**src/rtl/branch_predictor.sv**
```systemverilog
// Direct-mapped BTB with 2-bit saturating counters, next-PC override and mispredict recovery.
// Optional statistics counters are enabled by defining BP_STATS_EN.
module branch_predictor #(
  parameter int BTB_ENTRIES = 16
) (
  input  logic        gated_clock_PC,
  input  logic        rst,
  input  logic [31:0] fetch_pc,
  input  logic        upd_valid,
  input  logic [31:0] upd_pc,
  input  logic        upd_taken,
  input  logic [31:0] upd_target,
  input  logic        upd_pred_taken,
  input  logic [31:0] upd_pred_target,
  output logic        pcsrc,
  output logic [31:0] br_target,
  output logic        pred_taken,
  output logic [31:0] pred_target,
`ifdef BP_STATS_EN
  output logic [31:0] stat_branches,
  output logic [31:0] stat_mispredicts,
`endif
  output logic        IF_ID_flush
);

  localparam int IB = $clog2(BTB_ENTRIES);
  localparam int TW = 30 - IB;

  logic             r_valid  [BTB_ENTRIES];
  logic [1:0]       r_ctr    [BTB_ENTRIES];
  logic [TW-1:0]    r_tag    [BTB_ENTRIES];
  logic [31:0]      r_target [BTB_ENTRIES];

  logic [IB-1:0] w_fidx;
  logic [IB-1:0] w_uidx;
  logic [TW-1:0] w_ftag;
  logic [TW-1:0] w_utag;
  logic          w_fhit;
  logic          w_uhit;
  logic          w_mispredict;
  logic          w_unused;

  assign w_fidx   = fetch_pc[IB+1:2];
  assign w_ftag   = fetch_pc[31:IB+2];
  assign w_uidx   = upd_pc[IB+1:2];
  assign w_utag   = upd_pc[31:IB+2];
  assign w_unused = ^{fetch_pc[1:0], upd_pc[1:0]};

  // Lookup reads pre-update contents; a same-cycle write shows up after the edge.
  assign w_fhit      = r_valid[w_fidx] && (r_tag[w_fidx] == w_ftag);
  assign pred_taken  = w_fhit && r_ctr[w_fidx][1];
  assign pred_target = w_fhit ? r_target[w_fidx] : (fetch_pc + 32'd4);

  assign w_uhit = r_valid[w_uidx] && (r_tag[w_uidx] == w_utag);

  assign w_mispredict = upd_valid &
                        ((upd_taken != upd_pred_taken) |
                         (upd_taken & upd_pred_taken & (upd_target != upd_pred_target)));

  always_comb begin
    pcsrc       = pred_taken;
    br_target   = pred_target;
    IF_ID_flush = 1'b0;
    if (w_mispredict) begin
      pcsrc       = 1'b1;
      IF_ID_flush = 1'b1;
      br_target   = upd_taken ? upd_target : (upd_pc + 32'd4);
    end
  end

  // upd_* are held stable by EX while the PC stalls, so one update lands per gated edge.
  always_ff @(posedge gated_clock_PC or posedge rst) begin
    if (rst) begin
      for (int i = 0; i < BTB_ENTRIES; i++) begin
        r_valid[i] <= 1'b0;
        r_ctr[i]   <= 2'b01;
      end
    end else if (upd_valid) begin
      if (w_uhit) begin
        if (upd_taken) begin
          if (r_ctr[w_uidx] != 2'b11) r_ctr[w_uidx] <= r_ctr[w_uidx] + 2'd1;
        end else begin
          if (r_ctr[w_uidx] != 2'b00) r_ctr[w_uidx] <= r_ctr[w_uidx] - 2'd1;
        end
      end else if (upd_taken) begin
        r_valid[w_uidx] <= 1'b1;
        r_ctr[w_uidx]   <= 2'b10;
      end
    end
  end

  // Tags and targets carry no reset; they are meaningless while the valid bit is clear.
  always_ff @(posedge gated_clock_PC) begin
    if (!rst && upd_valid && upd_taken) begin
      r_target[w_uidx] <= upd_target;
      if (!w_uhit) r_tag[w_uidx] <= w_utag;
    end
  end

`ifdef BP_STATS_EN
  logic [31:0] r_stat_branches;
  logic [31:0] r_stat_mispredicts;

  always_ff @(posedge gated_clock_PC or posedge rst) begin
    if (rst) begin
      r_stat_branches    <= 32'd0;
      r_stat_mispredicts <= 32'd0;
    end else begin
      if (upd_valid)    r_stat_branches    <= r_stat_branches + 32'd1;
      if (w_mispredict) r_stat_mispredicts <= r_stat_mispredicts + 32'd1;
    end
  end

  assign stat_branches    = r_stat_branches;
  assign stat_mispredicts = r_stat_mispredicts;
`else
  // Statistics build option disabled: no stat ports or counters.
`endif

endmodule

```
**config.mk**
```make
export PLATFORM = sky130hd
export DESIGN_NAME = branch_predictor
export DESIGN_NICKNAME = d
export VERILOG_FILES = /design/src/rtl/branch_predictor.sv
export SDC_FILE = /design/constraint.sdc
export NUM_CORES = 1
export LEC_CHECK = 0
export CELL_PAD_IN_SITES_DETAIL_PLACEMENT = 0
export CELL_PAD_IN_SITES_GLOBAL_PLACEMENT = 2
export CORE_MARGIN = 3
export CORE_UTILIZATION = 42
export CTS_BUF_LIST = sky130_fd_sc_hd__clkbuf_8
export CTS_CLUSTER_DIAMETER = 100
export DETAILED_ROUTE_END_ITERATION = 10
export HOLD_SLACK_MARGIN = 0.1
export PLACE_DENSITY_LB_ADDON = 0.1
export SLEW_MARGIN = 20
export SYNTH_ARGS = -nofsm -noshare
export SYNTH_HDL_FRONTEND = slang
export SYNTH_SLANG_ARGS = --single-unit
export TNS_END_PERCENT = 100
```
**constraint.sdc**
```tcl
create_clock -name gated_clock_PC -period 16.7 [get_ports gated_clock_PC]
set_input_delay 5.01 -clock gated_clock_PC [delete_from_list [all_inputs] [get_ports gated_clock_PC]]
set_output_delay 5.01 -clock gated_clock_PC [all_outputs]
set_load 0.05 [all_outputs]
```
==> results.json, run 1 <==
{
  "power.leakage_nw": 16.75,
  "crit_path_required_time_ps": 11690,
  "areaGrowthSynthToFinish_pct": 15.71,
  "ioPinCount": 200,
  "initial_antenna_violation_count": 10,
  "power.share.switching": 0.2543,
  "die-width_um": 332.5,
  "wl_per_cell_um": 34.70,
  "final_hold_viols": 0,
  "final_core_density": 0.4907,
  "sequential_fraction_of_the_synthesis_area": 0.6497,
  "fin_nets": 2840,
  "power_density_mw_per_mm2": 103.3,
  "crit_path_start_kind": "primary input",
  "synth-async-reset-ratio": 0.04918,
  "first_pass_grt_wire_length_mm": 206.8,
  "number_of_maximum_capacitance_violations": 0,
  "setup_tns_ps": 0,
  "grt_setup_unrepaired": "false",
  "worstSkewPairLatency_ps": 850,
  "postRouteAntennaNets": 0,
  "dp_hpwl_mm": 91.08,
  "max-vdd-ir-drop_v": 0.00007538,
  "dieArea_sq_mm": 0.1105,
  "layout-drive-gt1-share": 0.2997,
  "critical_path_arrival_ps": 10440,
  "netlist-cell-type-count": 77,
  "p_comb_frac": 0.106,
  "synth-seq-cells": 976,
  "drt-pass1-iter-count": 6,
  "p_clk_frac": 0.385,
  "yosys_warnings": 0,
  "drt-initial-drc-count": 2935,
  "sequential_cell_area_sq_mm": 0.02909,
  "post_drt_via_cell_ratio": 6.180,
  "synth.net_count": 2535,
  "vias": 26080,
  "clock_tree.buffer_depth": 3,
  "ys_dominant_reg_cell": "sky130_fd_sc_hd__edfxtp_1",
  "power.share.sequential": 0.508,
  "cts_max_level": 4,
  "dieHeight_um": 332.5,
  "drc": 0,
  "initial_utilization": 0.4241,
  "first_global_vias": 26620,
  "coreArea_sq_mm": 0.1056,
  "gp_congestion": 0.8584,
  "r2r_cells": 10,
  "globalRouteOverflowTotal": 0,
  "hp-class": "register to register",
  "crit_path_end_kind": "output pin",
  "maxClockFrequency_ghz": 0.06473,
  "timing_worst_slew_pin_value_ps": 983.4,
  "power.switching_mw": 1.361,
  "hold_ws_ps": 493.0,
  "worstHoldPathCells": 1,
  "timing.max_slew.rel_slack": 0.3431,
  "pin_count_of_the_biggest_net_entering_global_routing": 67,
  "synthCells": 2394,
  "syn_std_cell_area_sq_mm": 0.04477,
  "cts_setup_buffers": 0,
  "row_count": 119,
  "cts_root_buf": "sky130_fd_sc_hd__clkbuf_8",
  "path_max_fanout": 49,
  "fin_total_pwr_mw": 5.351,
  "clk_slew_on_worst_s_h_paths_ps": 60,
  "cts_resized": 0,
  "numCtsBuffers": 167,
  "layout.filler_cells": 8737,
  "grt.total_usage": 0.2656,
  "portBuffers": 199,
  "clkSinkCount": 976,
  "timing.final.crit_period_ps": 15450,
  "place_inst": 3921,
  "timing.final.crit_share": 0.9251,
  "cts-hold-fix-buffers": 0,
  "worst_skew_ps": 52.27,
  "timing_max_transition_violations_final": 0,
  "tritoncts": "built",
  "fin_cells": 4220,
  "synth-edff-count": 928,
  "postRouteWirelength_mm": 146.5,
  "worst-setup-path-type": "primary input to output pin",
  "report.final.setup_viol": 0,
  "post_synth.cell_area_avg_sq_um": 18.70,
  "p_int_mw": 3.990,
  "multi_input_area_sq_mm": 0.01494,
  "status": "complete, no violations"
}
power by group through the flow:
stage	sequential (mW)	clock [mW]	combinational (mW)
global placement	2.77	0	0.569
detailed placement	2.77	0	0.572
finish	2.72	2.06	0.570
CTS	2.72	2.11	0.573
global route	2.72	2.22	0.598
floorplan	2.76	0	0.328
final timing paths:
| kind | from | slack (ps) | endpoint |
|---|---|---|---|
| max | fetch_pc[2] | 1250 | br_target[19] |
| min | r_valid[15]$_DFFE_PP0P_ | 490 | r_valid[15]$_DFFE_PP0P_ |
| max reg2reg | r_tag[12][18]$_DFFE_PP_ | 11680 | r_tag[4][2]$_DFFE_PP_ |
| min reg2reg | r_valid[15]$_DFFE_PP0P_ | 490 | r_valid[15]$_DFFE_PP0P_ |
| max in group asynchronous | rst | 11530 | r_valid[3]$_DFFE_PP0P_ |
| min in group asynchronous | rst | 4690 | r_ctr[15]$_DFFE_PP0P_ |
metal layers:
| layer | part of all wire | routed length, um | global-route usage |
|---|---|---|---|
| met3 | 0.074 | 10890 | 0.05180 |
| met1 | 0.43 | 62370 | 0.3784 |
| met4 | 0.027 | 3909 | 0.07869 |
| met5 | 0.00023 | 34 | 0 |
| met2 | 0.47 | 69250 | 0.4181 |
worst max-delay path: stages:
cell and delay [ps]:
sky130_fd_sc_hd__buf_8 460, sky130_fd_sc_hd__buf_4 430, sky130_fd_sc_hd__mux4_2 540, sky130_fd_sc_hd__mux4_2 530, sky130_fd_sc_hd__xnor2_1 320, sky130_fd_sc_hd__nand4_1 140, sky130_fd_sc_hd__nor4_1 360, sky130_fd_sc_hd__nand3_2 730
sky130_fd_sc_hd__buf_4 510, sky130_fd_sc_hd__mux2_2 280, sky130_fd_sc_hd__nand2_1 50, sky130_fd_sc_hd__o21ai_0 130, sky130_fd_sc_hd__clkdlybuf4s50_1 850
cells in the mapped netlist, types with 22 or more instances:
cell type	number	share of area
sky130_fd_sc_hd__edfxtp_1	928	0.62
sky130_fd_sc_hd__mux4_2	389	0.20
sky130_fd_sc_hd__mux2_2	44	0.011
sky130_fd_sc_hd__clkbuf_1	75	0.0063
sky130_fd_sc_hd__buf_2	28	0.0031
sky130_fd_sc_hd__o21ai_0	36	0.0040
sky130_fd_sc_hd__nor2b_1	22	0.0031
sky130_fd_sc_hd__inv_1	36	0.0030
sky130_fd_sc_hd__and3_1	27	0.0038
sky130_fd_sc_hd__nand3_1	27	0.0030
sky130_fd_sc_hd__nand2_1	92	0.0077
sky130_fd_sc_hd__xor2_1	30	0.0059
sky130_fd_sc_hd__dfrtp_1	32	0.018
sky130_fd_sc_hd__xnor2_1	109	0.021
sky130_fd_sc_hd__a21oi_1	40	0.0045
sky130_fd_sc_hd__mux2i_1	70	0.016
sky130_fd_sc_hd__nor2_1	93	0.0078
sky130_fd_sc_hd__nand4_1	33	0.0046
sky130_fd_sc_hd__nor3_1	24	0.0027
sky130_fd_sc_hd__buf_1	29	0.0024
placed cells by master (no fill, tap or decap), types with 16 or more instances in the layout:
| cell type | instances |
|---|---|
| sky130_fd_sc_hd__edfxtp_1 | 928 |
| sky130_fd_sc_hd__mux4_2 | 389 |
| sky130_fd_sc_hd__clkdlybuf4s50_1 | 190 |
| sky130_fd_sc_hd__clkbuf_8 | 176 |
| sky130_fd_sc_hd__xnor2_1 | 109 |
| sky130_fd_sc_hd__buf_4 | 98 |
| sky130_fd_sc_hd__nand2_1 | 92 |
| sky130_fd_sc_hd__inv_1 | 86 |
| sky130_fd_sc_hd__nor2_1 | 76 |
| sky130_fd_sc_hd__mux2i_1 | 70 |
| sky130_fd_sc_hd__mux2_2 | 44 |
| sky130_fd_sc_hd__a21oi_1 | 40 |
| sky130_fd_sc_hd__clkinv_1 | 38 |
| sky130_fd_sc_hd__o21ai_0 | 36 |
| sky130_fd_sc_hd__nand4_1 | 33 |
| sky130_fd_sc_hd__dfrtp_1 | 32 |
| sky130_fd_sc_hd__xor2_1 | 30 |
| sky130_fd_sc_hd__and3_1 | 27 |
| sky130_fd_sc_hd__nand3_1 | 25 |
| sky130_fd_sc_hd__nor2b_1 | 22 |
| sky130_fd_sc_hd__a221oi_2 | 17 |
| sky130_fd_sc_hd__a221o_1 | 17 |
| sky130_fd_sc_hd__a31o_2 | 17 |
| sky130_fd_sc_hd__nor2_4 | 16 |
| sky130_fd_sc_hd__dfstp_2 | 16 |
registers in the layout, summed over array words and instances (netlist names):
register	flops
r_tag	416
r_valid	16
r_ctr	32
r_target	512
layout make-up:
class | count | area share
clock inverter | 120 | 0.01384
sequential | 976 | 0.5615
antenna | 3 | 0.0001449
tap | 1391 | 0.03360
inverter | 40 | 0.002898
timing repair buffer | 296 | 0.05290
multi-input combinational | 1218 | 0.2883
clock buffer | 176 | 0.04676
kinds of logic after synthesis:
| group | Yosys count | share of synthesized area |
|---|---|---|
| AOI/OAI and AO/OA | 209 | 0.03661 |
| muxes | 506 | 0.2235 |
| DFF | 976 | 0.6497 |
| buffers and inverters | 200 | 0.02132 |
| adders and majority gates | 8 | 0.002236 |
| xor gates and xnor gates | 139 | 0.02719 |
| and+or+nand+nor | 356 | 0.03941 |
through the flow:
step                      area [sq um]  worst slack (ps)
after floorplan                  44770              2767
after global placement           48650              1132
after detailed placement         48650              1183
after CTS                        51790              1170
final                            51800              1251
after global routing             51800             927.4
Note: power is estimated with default switching activity, not from simulation.
==> run 2, diff against run 1 <==
--- a/config.mk
+++ b/config.mk
@@ -5,6 +5,7 @@
 export SDC_FILE = /design/constraint.sdc
 export NUM_CORES = 1
 export LEC_CHECK = 0
+export CAP_MARGIN = 20
 export CELL_PAD_IN_SITES_DETAIL_PLACEMENT = 0
 export CELL_PAD_IN_SITES_GLOBAL_PLACEMENT = 2
 export CORE_MARGIN = 3
==> results of run 2 <==
The final DEF is identical to that of run 1; final timing and power are the same.
